===== config.mk =====
export PLATFORM = sky130hd
export DESIGN_NAME = uart_tx_buf
export DESIGN_NICKNAME = d
export VERILOG_FILES = /design/src/rtl/uart_tx_buf.sv
export SDC_FILE = /design/constraint.sdc
export NUM_CORES = 1
export LEC_CHECK = 0
export CORE_MARGIN = 3
export CORE_UTILIZATION = 40
export CTS_CLUSTER_SIZE = 16
export DETAILED_ROUTE_END_ITERATION = 10
export GPL_TIMING_DRIVEN = 0
export PLACE_DENSITY = 0.59
export SKIP_LAST_GASP = 1
export SYNTH_ARGS = -nofsm -noshare
export SYNTH_HDL_FRONTEND = slang
export SYNTH_SLANG_ARGS = --single-unit

===== constraint.sdc =====
create_clock -name i_clk -period 3.05 [get_ports i_clk]
set_input_delay 0.915 -clock i_clk [delete_from_list [all_inputs] [get_ports i_clk]]
set_output_delay 0.915 -clock i_clk [all_outputs]
set_load 0.02 [all_outputs]

===== src/rtl/uart_tx_buf.sv =====
// rtl/uart_tx_buf.sv - FIFO-buffered UART transmitter with parity and 1/2 stop bits
// Break generation is compiled in only when UART_TX_BREAK_EN is defined.
module uart_tx_buf #(
  parameter int DATA_WIDTH = 8,
  parameter int FIFO_DEPTH = 4,
  parameter int DIV_WIDTH  = 16
) (
  input  logic                             i_clk,
  input  logic                             i_reset,
  input  logic [DATA_WIDTH-1:0]            iv_data,
  input  logic                             i_valid,
  output logic                             o_ready,
  input  logic [DIV_WIDTH-1:0]             iv_div,
  input  logic                             i_parity_en,
  input  logic                             i_parity_odd,
  input  logic                             i_stop2,
  input  logic                             i_break,
  output logic                             o_tx,
  output logic                             o_busy,
  output logic [$clog2(FIFO_DEPTH+1)-1:0]  ov_level
);

  localparam int LW = $clog2(FIFO_DEPTH + 1);
  localparam int AW = $clog2(FIFO_DEPTH);
  localparam int BW = $clog2(DATA_WIDTH);

  typedef enum logic [2:0] {
    IDLE   = 3'd0,
    START  = 3'd1,
    DATA   = 3'd2,
    PARITY = 3'd3,
    STOP   = 3'd4,
    BREAK  = 3'd5
  } state_t;

  state_t                  state;
  logic [DATA_WIDTH-1:0]   mem [FIFO_DEPTH];
  logic [AW-1:0]           rd_ptr;
  logic [AW-1:0]           wr_ptr;
  logic [LW-1:0]           count;
  logic [DATA_WIDTH-1:0]   shreg;
  logic [BW-1:0]           bit_idx;
  logic [DIV_WIDTH-1:0]    bit_cnt;
  logic [DIV_WIDTH-1:0]    div_q;
  logic                    par_en_q;
  logic                    par_bit_q;
  logic                    stop2_q;
  logic                    stop_idx;
  logic                    tx_q;

  logic                    brk_req;
  logic                    push;
  logic                    pop;
  logic                    bit_end;
  logic                    frame_end;

`ifdef UART_TX_BREAK_EN
  assign brk_req = i_break;
`else
  logic unused_break;
  assign unused_break = i_break;
  assign brk_req      = 1'b0;
`endif

  assign o_ready   = (count != LW'(FIFO_DEPTH)) && !i_reset;
  assign push      = i_valid && o_ready;
  assign bit_end   = (bit_cnt == '0);
  assign frame_end = (state == STOP) && bit_end && (stop_idx || !stop2_q);
  // A pending break wins over the next queued word, both from IDLE and at frame end.
  assign pop       = ((state == IDLE) || frame_end) && !brk_req && (count != '0);

  assign o_tx     = tx_q | i_reset;
  assign ov_level = i_reset ? '0 : count;
  assign o_busy   = !i_reset &&
                    ((state == START) || (state == DATA) || (state == PARITY) ||
                     (state == STOP) || (count != '0));

  always_ff @(posedge i_clk) begin
    if (push) begin
      mem[wr_ptr] <= iv_data;
    end
  end

  always_ff @(posedge i_clk) begin
    if (i_reset) begin
      state     <= IDLE;
      tx_q      <= 1'b1;
      rd_ptr    <= '0;
      wr_ptr    <= '0;
      count     <= '0;
      shreg     <= '0;
      bit_idx   <= '0;
      bit_cnt   <= '0;
      div_q     <= '0;
      par_en_q  <= 1'b0;
      par_bit_q <= 1'b0;
      stop2_q   <= 1'b0;
      stop_idx  <= 1'b0;
    end else begin
      if (push) begin
        wr_ptr <= wr_ptr + 1'b1;
      end
      if (pop) begin
        rd_ptr <= rd_ptr + 1'b1;
      end
      case ({push, pop})
        2'b10:   count <= count + 1'b1;
        2'b01:   count <= count - 1'b1;
        default: count <= count;
      endcase

      if (pop) begin
        // Line settings are latched here so the whole frame uses one consistent format.
        state     <= START;
        tx_q      <= 1'b0;
        shreg     <= mem[rd_ptr];
        div_q     <= iv_div;
        bit_cnt   <= iv_div;
        par_en_q  <= i_parity_en;
        par_bit_q <= (^mem[rd_ptr]) ^ i_parity_odd;
        stop2_q   <= i_stop2;
        stop_idx  <= 1'b0;
        bit_idx   <= '0;
      end else begin
        case (state)
          IDLE: begin
            if (brk_req) begin
              state <= BREAK;
              tx_q  <= 1'b0;
            end else begin
              tx_q  <= 1'b1;
            end
          end
          START: begin
            if (!bit_end) begin
              bit_cnt <= bit_cnt - 1'b1;
            end else begin
              bit_cnt <= div_q;
              tx_q    <= shreg[0];
              shreg   <= shreg >> 1;
              bit_idx <= '0;
              state   <= DATA;
            end
          end
          DATA: begin
            if (!bit_end) begin
              bit_cnt <= bit_cnt - 1'b1;
            end else begin
              bit_cnt <= div_q;
              if (bit_idx == BW'(DATA_WIDTH - 1)) begin
                if (par_en_q) begin
                  tx_q  <= par_bit_q;
                  state <= PARITY;
                end else begin
                  tx_q     <= 1'b1;
                  stop_idx <= 1'b0;
                  state    <= STOP;
                end
              end else begin
                tx_q    <= shreg[0];
                shreg   <= shreg >> 1;
                bit_idx <= bit_idx + 1'b1;
              end
            end
          end
          PARITY: begin
            if (!bit_end) begin
              bit_cnt <= bit_cnt - 1'b1;
            end else begin
              bit_cnt  <= div_q;
              tx_q     <= 1'b1;
              stop_idx <= 1'b0;
              state    <= STOP;
            end
          end
          STOP: begin
            if (!bit_end) begin
              bit_cnt <= bit_cnt - 1'b1;
            end else if (!frame_end) begin
              bit_cnt  <= div_q;
              stop_idx <= 1'b1;
              tx_q     <= 1'b1;
            end else if (brk_req) begin
              state <= BREAK;
              tx_q  <= 1'b0;
            end else begin
              state <= IDLE;
              tx_q  <= 1'b1;
            end
          end
          BREAK: begin
            if (!brk_req) begin
              state <= IDLE;
              tx_q  <= 1'b1;
            end else begin
              tx_q  <= 1'b0;
            end
          end
          default: begin
            state <= IDLE;
            tx_q  <= 1'b1;
          end
        endcase
      end
    end
  end

endmodule


==> results.ini <==
[worst_hold_path]
hp-class=reg2reg

[power]
power_density_nw_per_um2=1041
p_int_uw=3023
p_sw_share_pct=42.71
p_comb_share_pct=50.1
leakage_uw=0.001838
p_clk_share_pct=15.8
power.switching_uw=2253
ir_worst_vdd_v=0.0004604
pwr-share-seq_pct=34.2

[logic_synthesis]
synth_compound_area_share_pct=15.20
synthSimpleGateAreaFrac_pct=19.71
synthMuxAreaShare_pct=4.971
async_flop_share_pct=0
synth_top_family_by_area=simple AND/OR/NAND/NOR gates
synthAdderAreaFrac_pct=2.807
synthXorXnorAreaFrac_pct=3.187
synth_flop_cell=dfxtp_1
ys_seq_elements=92
synthesis.nets=477
syn_area_um2=4279
synth_cell_types=62
synth_edf_count=32
synth_warnings=0
seq_area_frac_synth_pct=50.53
syn_avg_cell_area_um2=9.792
postSynthCellCount=437

[clocking]
cts_max_level=3
clkSinkCount=92
clock_latency_ns=0.36
cts_buffers=9
cts_tree=built
holdBufCountCts=0
cts_max_path_buffers=2
cts_root_buffer=clkbuf_8
cts.clk_slew.worst_paths_ns=0.09

[sta]
rsz0062_at_grt=true
timing.final.ws_setup_ns=-0.02760
drv_slew=0
final_hold_viol_count=0
fmax_mhz=324.9
finalClockSkew_ns=0.009432
period_minus_slack_ns=3.078
setup-violations-final=1
relSlewSlack_pct=55.16
tightestPinTransition_ns=0.6675
period_share_pct=100.9

[placed_design]
placed_area_um2=4790
dp_hpwl_um=7276
io_buffers=34
globalplace.congestion=0.8771

[setup_path]
worst_ep_arrival_time_ns=2.16
slowest_stage=clkdlybuf4s50_1
max_stage_delay_ns=0.59
cp-start-kind=input pin
cp_cell_sequence=clkbuf_1 > clkbuf_4 > or2_2 > clkdlybuf4s50_1
crit_fanout=10
worstSetupPathType=in2out
end_kind=primary output
required_ns=2.13

[grt]
grt_pass1_wl_um=16500
gr-usage-met3_pct=3.641
grt.busiest_layer=met2
use_met1_pct=24.91
grt-ovfl-total=0
grt_pass1_vias=3222
grt_use_total_pct=18.08
antenna_found_initial=0
grt_util_met2_pct=29.21
grt_max_degree=19

[route]
drt_pass1_iterations=5
vias=3377
viasPerCell=5.395
drt_iter0_markers=231
ant_nets=0
wire_per_inst_um=16.52
wl_um=10340
drcViolationCount=0

[floorplanning]
num_rows=37
initial_utilization_pct=41.26
die_area_um2=11970
die_y_um=109.4
core_region_area_um2=10370
die_w_um=109.4
io_pins=37

[status]
violations=setup timing
outcome=finished with violations

[final_layout]
drive_above_1_share_pct=13.47
finish.utilization_pct=48.85
nNetsFinal=525
area_growth_pct=18.39
diodes=0
design_area_um2=5066

[job]
drv_cap=0

[critical path: cells and delay by family]
family	cells	cell delay, ns
buf+inv	3	1.11
simple gates	1	0.14
[sequential cells by signal, indices dropped and copies added (netlist names), named ones only]
signal,count
tx_q,1
par_en_q,1
par_bit_q,1
div_q,16
stop_idx,1
rd_ptr,2
wr_ptr,2
stop2_q,1
shreg,8
bit_cnt,16
state,3
bit_idx,3
mem,32
count,3
[kinds of logic (layout without fill, tap and decap cells)]
logic type,after synthesis,in the layout
muxes,11,11
DFF,92,92
xor gates and xnor gates,14,14
buffers and inverters,38,91
and+or+nand+nor,174,174
AOI/OAI and AO/OA,99,99
adders and majority gates,9,9
[area by class of cell]
cell class / instances / area (µm²)
fill: 996 / 5304
sequential: 92 / 2163
multi-input combinational: 307 / 1991
timing repair buffer: 37 / 367.9
tap: 136 / 170.2
clock buffer: 10 / 137.6
buffer: 26 / 131.4
clock inverter: 6 / 57.56
inverter: 12 / 47.55
[what timing repair did]
item                                    in CTS  in global routing
endpoints found under the setup margin       7                  5
gates resized for setup                     15                  7
pin swaps                                    0                  3
setup buffers                                1                  2
[cells in the final DEF, fill, tap and decap left out, types with 2 or more instances in the layout]
cell type / n
inv_1: 11
a31oi_1: 3
o221a_2: 7
o31ai_1: 4
o21bai_1: 2
o22ai_1: 2
edfxtp_1: 32
a21oi_1: 46
clkdlybuf4s50_1: 32
or2_2: 2
dfxtp_1: 59
nor4_1: 3
mux4_2: 8
ha_1: 8
o221ai_1: 4
xnor2_1: 8
a311oi_1: 5
nor2_1: 52
o21ai_0: 11
nand4_1: 4
and2_1: 3
buf_4: 3
nand2_2: 2
nand2_1: 57
inv_6: 4
clkbuf_8: 10
xor2_1: 5
nor3_1: 8
nor3b_1: 2
nand3_1: 7
dlymetal6s2s_1: 2
buf_2: 8
nor2b_1: 3
o311ai_0: 2
clkbuf_2: 3
nand2b_1: 5
clkbuf_1: 12
and3_1: 5
inv_8: 2
or3_1: 7
[stage by stage]
stage	hold slack, ns	setup slack, ns	TNS [ns]	std cells	power (µW)
after floorplan	0.4276	0.1549	0	437	3629
after global placement	0.4436	-0.5326	-1.332	607	4270
after detailed placement	0.4491	-0.5846	-1.354	607	4309
after CTS	0.4630	-0.04216	-0.04216	624	5217
after global routing	0.4759	-0.1081	-0.2473	626	5660
final	0.4626	-0.02760	-0.02760	626	5276
[synth_stat cells, drive strengths merged, types with 3 or more instances]
library cell / instances / area (µm²)
dfxtp: 60 / 1201
nand2: 60 / 227.7
nor2: 52 / 195.2
a21oi: 46 / 230.2
edfxtp: 32 / 960.9
clkbuf: 16 / 60.06
o21ai: 13 / 65.06
inv: 11 / 41.29
buf: 10 / 48.79
ha: 8 / 100.1
mux4: 8 / 180.2
nor3: 8 / 40.04
or3: 8 / 55.05
xnor2: 8 / 70.07
nand3: 7 / 35.03
o221a: 7 / 78.83
a311oi: 5 / 43.79
and3: 5 / 31.28
nand2b: 5 / 31.28
nor4: 5 / 43.79
xor2: 5 / 43.79
nand4: 4 / 25.02
nor3b: 4 / 41.29
o221ai: 4 / 35.03
o31ai: 4 / 30.03
a31oi: 3 / 18.77
and2: 3 / 18.77
nor2b: 3 / 18.77
or2: 3 / 18.77
[power by group through the flow]
stage          clock network, µW  registers (µW)  logic, µW
2_1_floorplan                  0            1760       1870
3_3_place_gp                   0            1810       2460
3_5_place_dp                   0            1820       2490
4_1_cts                      847            1800       2570
5_1_grt                      905            1840       2920
6_report                     832            1800       2640
[final timing paths]
path | from | to | slack, ns | depth (start not counted)
worst max-delay path | i_reset | o_tx | -0.03 | 4
worst min register to register | div_q[15]$_SDFFE_PP0P_ | div_q[15]$_SDFFE_PP0P_ | 0.46 | 2
worst min-delay path | div_q[15]$_SDFFE_PP0P_ | div_q[15]$_SDFFE_PP0P_ | 0.46 | 2
worst max register to register | bit_cnt[0]$_SDFFE_PP0P_ | count[2]$_SDFFE_PP0P_ | 0.11 | 14
[per-layer routing]
| metal | up-vias | share of wire, % | wire, µm |
|---|---|---|---|
| met3 | 4 | 4.6 | 479 |
| li1 | 1680 | - | - |
| met5 | - | 0 | 0 |
| met2 | 70 | 47 | 4882 |
| met1 | 1623 | 48 | 4919 |
| met4 | 0 | 0.58 | 60 |
No activity file was read; power rests on OpenSTA's default activity.
